$ cat src/rtl/jk_excite_pkg.sv
// Shared definitions for the JK bank driver: FSM encoding and J/K excitation codes.
// jk_code returns {J,K} for one bit, given the shadow state and the target state.
package jk_excite_pkg;

   localparam logic [2:0] S_IDLE   = 3'd0;
   localparam logic [2:0] S_DRIVE  = 3'd1;
   localparam logic [2:0] S_SETTLE = 3'd2;
   localparam logic [2:0] S_VERIFY = 3'd3;
   localparam logic [2:0] S_ERROR  = 3'd4;

   typedef enum logic [2:0] {
      ST_IDLE   = S_IDLE,
      ST_DRIVE  = S_DRIVE,
      ST_SETTLE = S_SETTLE,
      ST_VERIFY = S_VERIFY,
      ST_ERROR  = S_ERROR
   } state_t;

   localparam logic [1:0] JK_HOLD = 2'b00;
   localparam logic [1:0] JK_SET  = 2'b10;
   localparam logic [1:0] JK_RST  = 2'b01;
   localparam logic [1:0] JK_TOG  = 2'b11;

   function automatic logic [1:0] jk_code(input logic s, input logic t, input logic tog);
      if (s == t)
         return JK_HOLD;
      else if (tog)
         return JK_TOG;
      else if (t)
         return JK_SET;
      else
         return JK_RST;
   endfunction

endpackage

$ cat src/rtl/jk_excite_if.sv
// Control-side handshake plus the J/K/E and feedback connections to the flop bank.
// Signal names are written from the driver's point of view (i_ = into the driver).
interface jk_excite_if #(parameter int WIDTH = 8);
   logic [WIDTH-1:0] i_target;
   logic             i_tvalid;
   logic             o_tready;
   logic [WIDTH-1:0] o_J;
   logic [WIDTH-1:0] o_K;
   logic             o_E;
   logic [WIDTH-1:0] i_Qfb;
   logic             i_clear_err;
   logic             o_busy;
   logic             o_err;

   modport slave (
      input  i_target, i_tvalid, i_Qfb, i_clear_err,
      output o_tready, o_J, o_K, o_E, o_busy, o_err
   );

   modport master (
      output i_target, i_tvalid, i_Qfb, i_clear_err,
      input  o_tready, o_J, o_K, o_E, o_busy, o_err
   );
endinterface

$ cat src/rtl/jk_excite_fifo.sv
// Target word FIFO, DEPTH (power of 2) x WIDTH; full/empty come from a registered count.
// Storage is not reset: an empty count is enough to discard stale entries.
module jk_excite_fifo
   import jk_excite_pkg::*;
#(
   parameter int WIDTH = 8,
   parameter int DEPTH = 4
) (
   input  logic             i_clock,
   input  logic             i_reset,
   input  logic             i_push,
   input  logic             i_pop,
   input  logic [WIDTH-1:0] i_data,
   output logic             o_full,
   output logic             o_empty,
   output logic [WIDTH-1:0] o_head
);
   localparam int AW = $clog2(DEPTH);

   logic [WIDTH-1:0] r_mem [DEPTH];
   logic [AW-1:0]    r_wr_ptr;
   logic [AW-1:0]    r_rd_ptr;
   logic [AW:0]      r_count;
   logic             w_push;
   logic             w_pop;

   assign o_full  = (r_count == (AW+1)'(DEPTH));
   assign o_empty = (r_count == '0);
   assign w_push  = i_push & ~o_full;
   assign w_pop   = i_pop & ~o_empty;
   assign o_head  = r_mem[r_rd_ptr];

   always_ff @(posedge i_clock or negedge i_reset) begin
      if (!i_reset) begin
         r_wr_ptr <= '0;
         r_rd_ptr <= '0;
         r_count  <= '0;
      end else begin
         if (w_push)
            r_wr_ptr <= r_wr_ptr + AW'(1);
         if (w_pop)
            r_rd_ptr <= r_rd_ptr + AW'(1);
         case ({w_push, w_pop})
            2'b10:   r_count <= r_count + 1'b1;
            2'b01:   r_count <= r_count - 1'b1;
            default: r_count <= r_count;
         endcase
      end
   end

   always_ff @(posedge i_clock) begin
      if (w_push)
         r_mem[r_wr_ptr] <= i_data;
   end

endmodule

$ cat src/rtl/jk_excite.sv
// Drives a bank of JK flops toward queued target words and checks their feedback.
// The shadow tracks what the bank should hold; a mismatch parks the FSM until acknowledged.
//   state  | meaning
//   IDLE   | waiting for a queued target
//   DRIVE  | E pulse with registered J/K
//   SETTLE | SETTLE_CYC quiet cycles
//   VERIFY | compare Qfb with shadow
//   ERROR  | stalled until clear_err
module jk_excite
   import jk_excite_pkg::*;
#(
   parameter int WIDTH       = 8,
   parameter int DEPTH       = 4,
   parameter int SETTLE_CYC  = 1,
   parameter int TOGGLE_MODE = 0
) (
   input  logic        i_clock,
   input  logic        i_reset,
   jk_excite_if.slave  bus
);
   localparam int SW = $clog2(SETTLE_CYC + 1);

   state_t           r_state;
   state_t           w_state_nxt;
   logic [WIDTH-1:0] r_shadow;
   logic [WIDTH-1:0] r_target;
   logic [WIDTH-1:0] r_J;
   logic [WIDTH-1:0] r_K;
   logic             r_E;
   logic             r_err;
   logic             r_rdy_en;
   logic [SW-1:0]    r_settle;
   logic [WIDTH-1:0] w_head;
   logic [WIDTH-1:0] w_exc_j;
   logic [WIDTH-1:0] w_exc_k;
   logic             w_full;
   logic             w_empty;
   logic             w_tready;
   logic             w_push;
   logic             w_pop;
   logic             w_mismatch;
   logic             w_clear;

   assign w_tready   = r_rdy_en & ~w_full;
   assign w_push     = bus.i_tvalid & w_tready;
   assign w_mismatch = (bus.i_Qfb != r_shadow);
   assign w_clear    = (r_state == ST_ERROR) & bus.i_clear_err;

   assign bus.o_tready = w_tready;
   assign bus.o_J      = r_J;
   assign bus.o_K      = r_K;
   assign bus.o_E      = r_E;
   assign bus.o_err    = r_err;
   assign bus.o_busy   = (r_state != ST_IDLE) | ~w_empty;

   jk_excite_fifo #(.WIDTH(WIDTH), .DEPTH(DEPTH)) u_fifo (
      .i_clock (i_clock),
      .i_reset (i_reset),
      .i_push  (w_push),
      .i_pop   (w_pop),
      .i_data  (bus.i_target),
      .o_full  (w_full),
      .o_empty (w_empty),
      .o_head  (w_head)
   );

   // Excitation is taken from the FIFO head so J/K/E register on the popping edge.
   for (genvar g = 0; g < WIDTH; g++) begin : g_exc
      logic [1:0] w_code;
      assign w_code     = jk_code(r_shadow[g], w_head[g], TOGGLE_MODE != 0);
      assign w_exc_j[g] = w_code[1];
      assign w_exc_k[g] = w_code[0];
   end

   always_ff @(posedge i_clock or negedge i_reset) begin
      if (!i_reset)
         r_state <= ST_IDLE;
      else
         r_state <= w_state_nxt;
   end

   always_comb begin
      w_state_nxt = r_state;
      w_pop       = 1'b0;
      unique case (r_state)
         ST_IDLE: begin
            if (!w_empty) begin
               w_pop       = 1'b1;
               w_state_nxt = ST_DRIVE;
            end
         end
         ST_DRIVE:  w_state_nxt = ST_SETTLE;
         ST_SETTLE: if (r_settle == '0) w_state_nxt = ST_VERIFY;
         ST_VERIFY: w_state_nxt = w_mismatch ? ST_ERROR : ST_IDLE;
         ST_ERROR:  if (bus.i_clear_err) w_state_nxt = ST_IDLE;
         default:   w_state_nxt = ST_IDLE;
      endcase
   end

   always_ff @(posedge i_clock or negedge i_reset) begin
      if (!i_reset) begin
         r_shadow <= '0;
         r_target <= '0;
         r_J      <= '0;
         r_K      <= '0;
         r_E      <= 1'b0;
         r_err    <= 1'b0;
         r_rdy_en <= 1'b0;
         r_settle <= '0;
      end else begin
         r_rdy_en <= 1'b1;
         r_E      <= w_pop;
         r_J      <= w_pop ? w_exc_j : '0;
         r_K      <= w_pop ? w_exc_k : '0;
         if (w_pop)
            r_target <= w_head;

         if (r_state == ST_DRIVE)
            r_shadow <= r_target;
         else if (w_clear)
            r_shadow <= bus.i_Qfb;

         if (r_state == ST_DRIVE)
            r_settle <= SW'(SETTLE_CYC - 1);
         else if ((r_state == ST_SETTLE) && (r_settle != '0))
            r_settle <= r_settle - 1'b1;

         if ((r_state == ST_VERIFY) && w_mismatch)
            r_err <= 1'b1;
         else if (w_clear)
            r_err <= 1'b0;
      end
   end

endmodule
$ cat src/flat_wrapper.sv
// flat-port wrapper written by rule: the top's interface ports become plain ports
module jk_excite_flat import jk_excite_pkg::*;
#(
   parameter int WIDTH       = 8,
   parameter int DEPTH       = 4,
   parameter int SETTLE_CYC  = 1,
   parameter int TOGGLE_MODE = 0
)
  (i_clock, i_reset, bus_i_target, bus_i_tvalid, bus_i_Qfb, bus_i_clear_err, bus_o_tready, bus_o_J, bus_o_K, bus_o_E, bus_o_busy, bus_o_err);
  jk_excite_if #(.WIDTH(WIDTH)) bus_i ();
  input  logic i_clock;
  input  logic i_reset;
  input wire logic [$bits(bus_i.i_target)-1:0] bus_i_target;
  input wire logic [$bits(bus_i.i_tvalid)-1:0] bus_i_tvalid;
  input wire logic [$bits(bus_i.i_Qfb)-1:0] bus_i_Qfb;
  input wire logic [$bits(bus_i.i_clear_err)-1:0] bus_i_clear_err;
  output wire logic [$bits(bus_i.o_tready)-1:0] bus_o_tready;
  output wire logic [$bits(bus_i.o_J)-1:0] bus_o_J;
  output wire logic [$bits(bus_i.o_K)-1:0] bus_o_K;
  output wire logic [$bits(bus_i.o_E)-1:0] bus_o_E;
  output wire logic [$bits(bus_i.o_busy)-1:0] bus_o_busy;
  output wire logic [$bits(bus_i.o_err)-1:0] bus_o_err;
  assign bus_i.i_target = bus_i_target;
  assign bus_i.i_tvalid = bus_i_tvalid;
  assign bus_i.i_Qfb = bus_i_Qfb;
  assign bus_i.i_clear_err = bus_i_clear_err;
  assign bus_o_tready = bus_i.o_tready;
  assign bus_o_J = bus_i.o_J;
  assign bus_o_K = bus_i.o_K;
  assign bus_o_E = bus_i.o_E;
  assign bus_o_busy = bus_i.o_busy;
  assign bus_o_err = bus_i.o_err;
  jk_excite #(.WIDTH(WIDTH), .DEPTH(DEPTH), .SETTLE_CYC(SETTLE_CYC), .TOGGLE_MODE(TOGGLE_MODE)) u_core (.i_clock(i_clock), .i_reset(i_reset), .bus(bus_i));
endmodule
$ cat config.mk
export PLATFORM = sky130hd
export DESIGN_NAME = jk_excite_flat
export DESIGN_NICKNAME = d
export VERILOG_FILES = /design/src/rtl/jk_excite_pkg.sv /design/src/rtl/jk_excite_if.sv /design/src/rtl/jk_excite_fifo.sv /design/src/rtl/jk_excite.sv /design/src/flat_wrapper.sv
export SDC_FILE = /design/constraint.sdc
export NUM_CORES = 1
export LEC_CHECK = 0
export CAP_MARGIN = 30
export CORE_MARGIN = 2
export CORE_UTILIZATION = 35
export CTS_BUF_LIST = sky130_fd_sc_hd__clkbuf_8
export DETAILED_ROUTE_END_ITERATION = 16
export DONT_BUFFER_PORTS = 1
export PLACE_DENSITY = 0.52
export SYNTH_ARGS = -nofsm -noshare
export SYNTH_HDL_FRONTEND = slang
export SYNTH_SLANG_ARGS = --single-unit
$ cat constraint.sdc
create_clock -name i_clock -period 3.75 [get_ports i_clock]
set_input_delay 0.5625 -clock i_clock [delete_from_list [all_inputs] [get_ports i_clock]]
set_output_delay 0.5625 -clock i_clock [all_outputs]
set_load 0.02 [all_outputs]
==> results.txt, run 1 <==
Clk Latency, worst-skew pair - 0.34 ns
Clock Skew - 0.00276 ns
core footprint - 8760 um^2
CP Cell Sequence - or4_1, inv_8, ha_1, inv_1, fa_1, xor2_1, nor2_1, xor2_1
first-pass GRT wire length - 9380 um
Final Setup Violations - 0
Syn Area/Cell - 15.1 um^2
final period utilization - 0.723
CP top delay family - simple AND/OR/NAND/NOR gates
Initial Util - 0.361
deepest level of the CTS H-tree - 3
syn nets - 235
CTS tree - done
Leakage Power - 0.00137 uW
detailed-route via count - 1602
WP depth - 8
EDFF count, synth - 32
vias in the first global route - 1738
die height - 99.1 um
cts bufs inserted - 9
MaxCap Viol Count - 0
largest net degree at the start of global routing - 47
Final nets - 243
outcome - finished, final reports clean
# rows - 34
synthesis-to-layout area growth - 9.69%
post-synth cell types - 37
Post-route DRC - 0
Commonest cells post-synth - dfrtp_1 (46), edfxtp_1 (32), nor2_1 (19)
number of DRC markers in iteration 0 - 74
Avg WL per Cell - 17.0 um
CP Launch Type - flop
worst r2r path cells - 8
worst path bufs/invs - 2
DRT Pass-1 Iters - 6
io pins - 40
area leader, netlist - dfrtp_1
number of routed nets with antenna violations - 0
synth top area cells - dfrtp_1 (36%), edfxtp_1 (30%), mux4_2 (5.7%)
clock sinks - 78
Crit Path Class - flop to flop
HPWL Detailed - 3710 um
Critical Path End - u_core.u_fifo.r_count[2]
Critical Path RT - 4.02 ns
post-CTS resize count - 0
CP most frequent cell - xor2_1
Syn Inst Count - 209
die width - 99.1 um
Critical Path AT - 2.98 ns
register area share after synthesis - 0.668
maximum clock path buffer count - 2
top cell type's share of synthesized area - 0.364
initial antenna violation count - 0
post-route cell area - 3470 um^2
vias per inst - 4.85
Fin. Hold Viols - 0
Setup Fix Bufs, Post-CTS - 0
Placed Cells - 313
CTS Root Cell - clkbuf_8
die area - 9810 um^2
DP Area - 3260 um^2
Synth Register Bits - 78
Antenna Cells - 0
Worst Tran Pin Value - 0.640 ns
CP max stage cell - or4_1
fraction of layout cells with a size suffix above 1 - 0.180
worst r2r src - u_core.r_state[1]
I/O Buffers - 0
CTS clk-pin slew, worst paths - 0.08 ns
crit-path max FO - 19
RSZ-0062 raised after global routing - no
non-filler cells, final - 330
Final min period - 2.71 ns
grt total ovfl - 0
worst reg-to-reg setup slack - 1.04 ns
final setup TNS - 0 ns
Crit. End Element - flop
maximum clock rate - 0.369 GHz
VDD IR max - 0.000288 V
RR Endpoint - u_core.u_fifo.r_count[2]
critical path startpoint - u_core.r_state[1]
final wirelength - 5610 um
most common cell in the netlist - dfrtp_1
GP Congestion - 0.759
Max Slew Vio Count - 0
Primary FF master, synth - dfrtp_1
Syn Std Cell Area - 3160 um^2
Power Density - 829 nW/um^2
Hold WC Path Type - input pin to async pin
Syn. warnings - 0
max incr delay on CP - 0.86 ns
Post-synth ARST share - 0.590
Global Route Usage Sum - 0.128
relative slew slack - 0.573
==> cell families (layout without fill, tap and decap cells) <==
group,count (synthesis),in the layout,synth area share
other,1,1,0.00119
DFF,78,78,0.668
AOI/OAI and AO/OA,13,13,0.0233
adders and majority gates,6,6,0.0261
and+or+nand+nor,55,55,0.0902
muxes,26,26,0.117
buffers and inverters,15,28,0.0301
xor gates and xnor gates,15,15,0.0439
==> worst reg2reg max path, stage by stage, from the launching register on <==
cell and delay (ns):
dfrtp_1 0.47, or4_1 0.86, inv_8 0.27, ha_1 0.21, inv_1 0.06, fa_1 0.37, xor2_1 0.15, nor2_1 0.11
xor2_1 0.15
==> state kept, by name, summed over array words and instances, names as in the netlist <==
register	flops
u_core.r_rdy_en	1
u_core.r_state	3
u_core.u_fifo.r_rd_ptr	2
u_core.bus.o_K	8
u_core.u_fifo.r_count	3
u_core.r_settle	1
u_core.bus.o_E	1
u_core.u_fifo.r_mem	32
u_core.bus.o_err	1
u_core.bus.o_J	8
u_core.r_shadow	8
u_core.r_target	8
u_core.u_fifo.r_wr_ptr	2
==> worst min path at each step <==
stage | endpoint | slack, ns | depth (start not counted)
after floorplan | u_core.bus.o_E | 0.27 | 0
after global placement | u_core.u_fifo.r_wr_ptr[1] | 0.27 | 0
after detailed placement | u_core.r_rdy_en | 0.27 | 0
after CTS | u_core.r_state[1] | 0.05 | 1
after global routing | u_core.bus.o_J[1] | 0.05 | 1
final | u_core.bus.o_J[1] | 0.06 | 1
==> metal layers <==
layer | track usage | share of wire
met1 | 0.168 | 0.45
met2 | 0.191 | 0.47
met3 | 0.0589 | 0.063
met4 | 0.0390 | 0.011
met5 | 0 | 0
==> report_power, final <==
part	total, uW	switching (uW)	internal, uW
clock network	571	323	248
logic	884	459	425
registers	1420	284	1140
==> metrics by stage <==
step | utilization | power (uW) | hold slack, ns | setup WS [ns]
CTS | 0.396 | 2930 | 0.0465 | 1.01
detailed placement | 0.372 | 2330 | 0.268 | 1.04
floorplan | - | 2160 | 0.267 | 1.34
finish | 0.396 | 2880 | 0.0553 | 1.04
global route | 0.396 | 3110 | 0.0466 | 0.842
global placement | 0.372 | 2310 | 0.269 | 1.08
==> repair_timing <==
item	CTS	global route
hold endpoints to repair	46	0
endpoints found under the setup margin	0	0
hold buffers	1	0
==> layout make-up <==
| cell class | count | area [um^2] |
|---|---|---|
| clock buffer | 9 | 124 |
| clock inverter | 7 | 58.8 |
| fill | 841 | 5290 |
| inverter | 9 | 41.3 |
| multi-input combinational | 116 | 956 |
| sequential | 78 | 2110 |
| tap | 108 | 135 |
| timing repair buffer | 3 | 42.5 |
==> cells in the final DEF (no fill, tap or decap), types with 2 or more instances in the layout <==
master and instances:
buf_4 2, inv_6 2, nor3b_1 8, nor4_1 3, nand3b_1 2, clkinv_4 3, inv_1 8, clkinvlp_4 2
mux2i_1 9, and3_1 4, clkbuf_8 9, nand2_1 11, a21oi_1 9, mux2_2 9, dfrtp_1 46, edfxtp_1 32
ha_1 5, mux4_2 8, xor2_1 10, nor2_1 19, xnor2_1 4
Note: power is estimated with default switching activity, not from simulation.
==> run 2: changes to the inputs <==
- clock period: 3.75 -> 2.7 ns (I/O delays scaled with it)
==> results.txt, run 2 (synthesis gave the netlist of run 1 again) <==
Critical Path RT - 2.97 ns (-1.05 ns)
HPWL Detailed - 3650 um (-1.6%)
maximum clock rate - 0.433 GHz (+17%)
Crit Path Class - flop to flop
Avg WL per Cell - 16.7 um (-2.0%)
grt total ovfl - 0 (unchanged)
cts bufs inserted - 9 (unchanged)
Power Density - 1160 nW/um^2 (+40%)
deepest level of the CTS H-tree - 3 (unchanged)
clock power share - 0.211 (+0.013)
MaxCap Viol Count - 0 (unchanged)
crit-path max FO - 8 (-11)
die height - 99.1 um (unchanged)
final wirelength - 5550 um (-1.2%)
clock sinks - 78 (unchanged)
maximum clock path buffer count - 2 (unchanged)
CP Cell Sequence - or4_1, inv_8, ha_1, inv_1, fa_1, xor2_1, nor2_1, xor2_1
post-layout total power - 4080 uW (+42%)
Fin. Hold Viols - 0 (unchanged)
final core area utilization - 0.400 (+0.00443)
DRT Pass-1 Iters - 4 (-2)
Hold WC Path Type - input pin to flop
worst r2r src - u_core.r_state[1]
Final Setup Violations - 0 (unchanged)
Reg power frac - 0.485 (-0.009)
Top reg by flops - u_core.u_fifo.r_mem
Global Route Usage Sum - 0.123 (-0.00478)
worst hold path cell count - 0
outcome - finished, final reports clean
CTS Root Cell - clkbuf_8
max reg flops - 32 (unchanged)
relative slew slack - 0.576 (+0.00279)
die width - 99.1 um (unchanged)
Clock Skew - 0.00831 ns (+0.00555 ns)
Max Slew Vio Count - 0 (unchanged)
switching share of total power - 0.358 (-0.0126)
Post-route DRC - 0 (unchanged)
most frequent cells in the layout - dfrtp_1 (46), edfxtp_1 (32), nor2_1 (19)
CP most frequent cell - xor2_1
RR Endpoint - u_core.u_fifo.r_count[2]
CP Launch Type - flop
RSZ-0062 raised after global routing - no
fraction of layout cells with a size suffix above 1 - 0.187 (+0.00649)
max incr delay on CP - 0.69 ns (-0.17 ns)
core footprint - 8760 um^2 (unchanged)
Initial Util - 0.361 (unchanged)
Final nets - 246 (+1.2%)
detailed-route via count - 1599 (-0.19%)
initial antenna violation count - 0 (unchanged)
Worst Tran Pin Value - 0.636 ns (-0.00418 ns)
GP Congestion - 0.737 (-2.9%)
CTS tree - done
vias per inst - 4.80 (-1.1%)
worst r2r path cells - 8 (unchanged)
worst path bufs/invs - 2 (unchanged)
Clk Latency, worst-skew pair - 0.35 ns (about the same)
switching power - 1460 uW (+37%)
Crit. End Element - flop
first-pass GRT wire length - 8910 um (-5.0%)
CP max stage cell - or4_1
final setup TNS - 0 ns (unchanged)
die area - 9810 um^2 (unchanged)
I/O Buffers - 0 (unchanged)
final period utilization - 0.856 (+0.133)
number of DRC markers in iteration 0 - 23 (-69%)
CTS clk-pin slew, worst paths - 0.08 ns (about the same)
# rows - 34 (unchanged)
VDD IR max - 0.000287 V (-0.36%)
vias in the first global route - 1598 (-8.1%)
number of routed nets with antenna violations - 0 (unchanged)
Setup Fix Bufs, Post-CTS - 0 (unchanged)
Pint - 2620 uW (+45%)
Final min period - 2.31 ns (-0.400 ns)
worst hold endpoint - u_core.u_fifo.r_mem[2][3]
worst reg-to-reg setup slack - 0.39 ns (-0.65 ns)
Critical Path AT - 2.59 ns (-0.39 ns)
synthesis-to-layout area growth - 10.9%
Leakage Power - 0.00139 uW (+1.7%)
min-delay src - bus_i_target[3]
Antenna Cells - 0 (unchanged)
CP top delay family - simple AND/OR/NAND/NOR gates
io pins - 40 (unchanged)
largest net degree at the start of global routing - 47 (unchanged)
Comb pwr share - 0.304 (-0.003)
commonest non-fill, non-tap cell in the layout - dfrtp_1
-- run 2: timing repair --
action	4_1_cts	5_1_grt
resized for setup	0	0
endpoints found under the hold margin	46	0
hold buffers	2	0
-- run 2: per-stage QoR --
stage | worst slack [ns] | hold slack (ns) | cells | cell area (um^2)
finish | 0.388 | 0.148 | 333 | 3510
global route | 0.258 | 0.122 | 333 | 3510
detailed placement | 0.398 | 0.111 | 315 | 3270
global placement | 0.441 | 0.111 | 315 | 3270
CTS | 0.376 | 0.124 | 333 | 3510
floorplan | 0.292 | 0.109 | 209 | 3160
-- run 2: metal layers --
metal | vias up | part of all wire | GRT usage | wire length [um]
met1 | 798 | 0.47 | 0.166 | 2620
met4 | 0 | 0.016 | 0.0727 | 89
met2 | 33 | 0.46 | 0.177 | 2550
met5 | - | 0 | 0 | 0
met3 | 6 | 0.052 | 0.0355 | 288
li1 | 762 | - | - | -
-- run 2: cell type report --
class / count / area, um^2
multi-input combinational: 116 / 956
timing repair buffer: 6 / 67.6
clock buffer: 9 / 124
fill: 819 / 5260
sequential: 78 / 2110
inverter: 9 / 41.3
clock inverter: 7 / 72.6
tap: 108 / 135
-- run 2: how the worst max path moves through the flow --
stage	from	endpoint	depth (start not counted)
2_1_floorplan	u_core.r_state[1]	u_core.u_fifo.r_count[2]	11
4_1_cts	u_core.r_state[1]	u_core.u_fifo.r_count[2]	8
3_3_place_gp	u_core.r_state[1]	u_core.u_fifo.r_count[2]	8
5_1_grt	u_core.r_state[1]	u_core.u_fifo.r_count[2]	8
3_5_place_dp	u_core.r_state[1]	u_core.u_fifo.r_count[2]	8
6_report	u_core.r_state[1]	u_core.u_fifo.r_count[2]	8
-- run 2: power groups by stage --
stage          combinational, uW  sequential (uW)  clock [uW]
3_3_place_gp                1230             2000           0
6_report                    1240             1980         861
4_1_cts                     1270             1980         902
3_5_place_dp                1240             2010           0
2_1_floorplan               1130             1870           0
5_1_grt                     1410             2040         942
==> run 3: changes to the inputs <==
- CORE_MARGIN: 2 -> 5
- PLACE_DENSITY: 0.52 -> 0.48
==> results.txt, run 3 (synthesis gave the netlist of run 1 again) <==
outcome - finished, final reports clean
Leakage Power - 0.00139 uW (about the same)
vias in the first global route - 1732 (+8.4%)
Global Route Usage Sum - 0.114 (-0.00921)
Hold WC Path Type - input pin to flop
I/O Buffers - 0 (unchanged)
number of routed nets with antenna violations - 0 (unchanged)
switching power - 1430 uW (-2.2%)
Reg area - 2110 um^2 (unchanged)
cts bufs inserted - 9 (unchanged)
# rows - 34 (unchanged)
GP Congestion - 0.649 (-12%)
number of DRC markers in iteration 0 - 46 (+100%)
die area - 11000 um^2 (+12%)
CTS tree - done
Initial Util - 0.361 (unchanged)
clock power share - 0.182 (-0.029)
Pint - 2540 uW (-3.3%)
Crit Path Class - flop to flop
MaxCap Viol Count - 0 (unchanged)
final period utilization - 0.851 (-0.00481)
deepest level of the CTS H-tree - 3 (unchanged)
most frequent cells in the layout - dfrtp_1 (46), edfxtp_1 (32), nor2_1 (19)
Fin. Hold Viols - 0 (unchanged)
worst r2r path cells - 8 (unchanged)
Max Slew Vio Count - 0 (unchanged)
final wirelength - 5860 um (+5.6%)
Worst Tran Pin Value - 0.700 ns (+0.0642 ns)
Avg WL per Cell - 17.6 um (+5.9%)
switching share of total power - 0.360 (+0.00255)
Setup Fix Bufs, Post-CTS - 0 (unchanged)
Multi-input gate area - 956 um^2 (unchanged)
die width - 105 um (+6.1%)
Final Setup Violations - 0 (unchanged)
Final min period - 2.30 ns (-0.0130 ns)
CP max stage cell - or4_1
critical path startpoint - u_core.r_state[1]
vias per inst - 4.77 (-0.58%)
Clock Skew - 0.0113 ns (+0.00294 ns)
CP Cell Sequence - or4_1, inv_8, ha_1, inv_1, fa_1, xor2_1, nor2_1, xor2_1
hold_ws - 0.162 ns (+0.0134 ns)
Crit. End Element - flop
Reg power frac - 0.503 (+0.018)
initial antenna violation count - 0 (unchanged)
io pins - 40 (unchanged)
# fillers - 814 (-0.61%)
CTS Root Cell - clkbuf_8
VDD IR max - 0.000416 V (+45%)
Clk Latency, worst-skew pair - 0.33 ns (-0.02 ns)
Critical Path AT - 2.56 ns (-0.03 ns)
clock sinks - 78 (unchanged)
Power Density - 1140 nW/um^2 (-1.8%)
max incr delay on CP - 0.67 ns (-0.02 ns)
detailed-route via count - 1585 (-0.88%)
synthesis-to-layout area growth - 9.73%
Top reg by flops - u_core.u_fifo.r_mem
fraction of layout cells with a size suffix above 1 - 0.170 (-0.0170)
final setup TNS - 0 ns (unchanged)
DRT Pass-1 Iters - 4 (unchanged)
Comb pwr share - 0.314 (+0.010)
post-CTS resize count - 0 (unchanged)
worst r2r src - u_core.r_state[1]
maximum clock rate - 0.435 GHz (+0.57%)
CP most frequent cell - xor2_1
worst reg-to-reg setup slack - 0.40 ns (about the same)
grt total ovfl - 0 (unchanged)
Antenna Cells - 0 (unchanged)
HPWL Detailed - 3890 um (+6.7%)
Post-CTS Hold Buffers - 2 (unchanged)
commonest non-fill, non-tap cell in the layout - dfrtp_1
core footprint - 8760 um^2 (unchanged)
worst hold path cell count - 0 (unchanged)
first-pass GRT wire length - 9610 um (+7.9%)
RSZ-0062 raised after global routing - no
Critical Path End - u_core.u_fifo.r_count[2]
CTS clk-pin slew, worst paths - 0.08 ns (about the same)
largest net degree at the start of global routing - 47 (unchanged)
die height - 105 um (+6.1%)
CP Launch Type - flop
Post-route DRC - 0 (unchanged)
relative slew slack - 0.533 (-0.0428)
RR Endpoint - u_core.u_fifo.r_count[2]
Critical Path RT - 2.96 ns (about the same)
max reg flops - 32 (unchanged)
maximum clock path buffer count - 2 (unchanged)
Final nets - 246 (unchanged)
crit-path max FO - 8 (unchanged)
==> run 3: cell count changes in the layout (fill, tap and decap cells not counted) <==
cell,previous run,this run
inv_6,1,0
clkinv_4,1,0
clkinvlp_4,2,0
inv_1,8,11
clkbuf_8,9,10
bufinv_16,1,0
==> run 3: critical path: cells and delay by family (launching register included) <==
| kind | cells | cell delay (ns) |
|---|---|---|
| xor gates and xnor gates | 2 | 0.29 |
| buffers and inverters | 2 | 0.15 |
| DFF | 1 | 0.47 |
| adders and majority gates | 2 | 0.55 |
| and+or+nand+nor | 2 | 0.78 |
==> run 3: routing by layer <==
layer | global-route usage | vias up | wire, um
li1 | - | 758 | -
met1 | 0.146 | 789 | 2570
met2 | 0.170 | 36 | 2790
met3 | 0.0617 | 2 | 465
met4 | 0.0274 | 0 | 30
met5 | 0 | - | 0
==> run 3: layout make-up <==
cell class	instances	area share
inverter	9	0.0119
timing repair buffer	6	0.0195
clock buffer	10	0.0397
multi-input combinational	116	0.275
sequential	78	0.609
tap	108	0.0389
clock inverter	5	0.00613
==> run 3: per-stage QoR <==
step / total power, uW / util / std cells / worst slack [ns] / instance area [um^2]
6_report: 3970 / 0.396 / 332 / 0.401 / 3470
5_1_grt: 4270 / 0.396 / 332 / 0.281 / 3470
4_1_cts: 4030 / 0.396 / 332 / 0.395 / 3470
3_5_place_dp: 3280 / 0.374 / 315 / 0.417 / 3270
3_3_place_gp: 3250 / 0.374 / 315 / 0.430 / 3270
2_1_floorplan: 3000 / - / 209 / 0.292 / 3160
==> run 3: how the worst min path moves through the flow <==
stage                         start                   endpoint
floorplan                   i_reset             u_core.bus.o_E
global placement            i_reset   u_core.u_fifo.r_count[1]
detailed placement          i_reset   u_core.u_fifo.r_count[1]
CTS                 bus_i_target[6]  u_core.u_fifo.r_mem[1][6]
global route        bus_i_target[6]  u_core.u_fifo.r_mem[0][6]
finish              bus_i_target[6]  u_core.u_fifo.r_mem[0][6]
==> run 3: power by group through the flow <==
stage | Combinational, uW | Clock [uW] | Sequential (uW)
3_3_place_gp | 1230 | 0 | 2020
6_report | 1250 | 723 | 2000
2_1_floorplan | 1130 | 0 | 1870
4_1_cts | 1270 | 754 | 2010
3_5_place_dp | 1250 | 0 | 2030
5_1_grt | 1400 | 813 | 2060
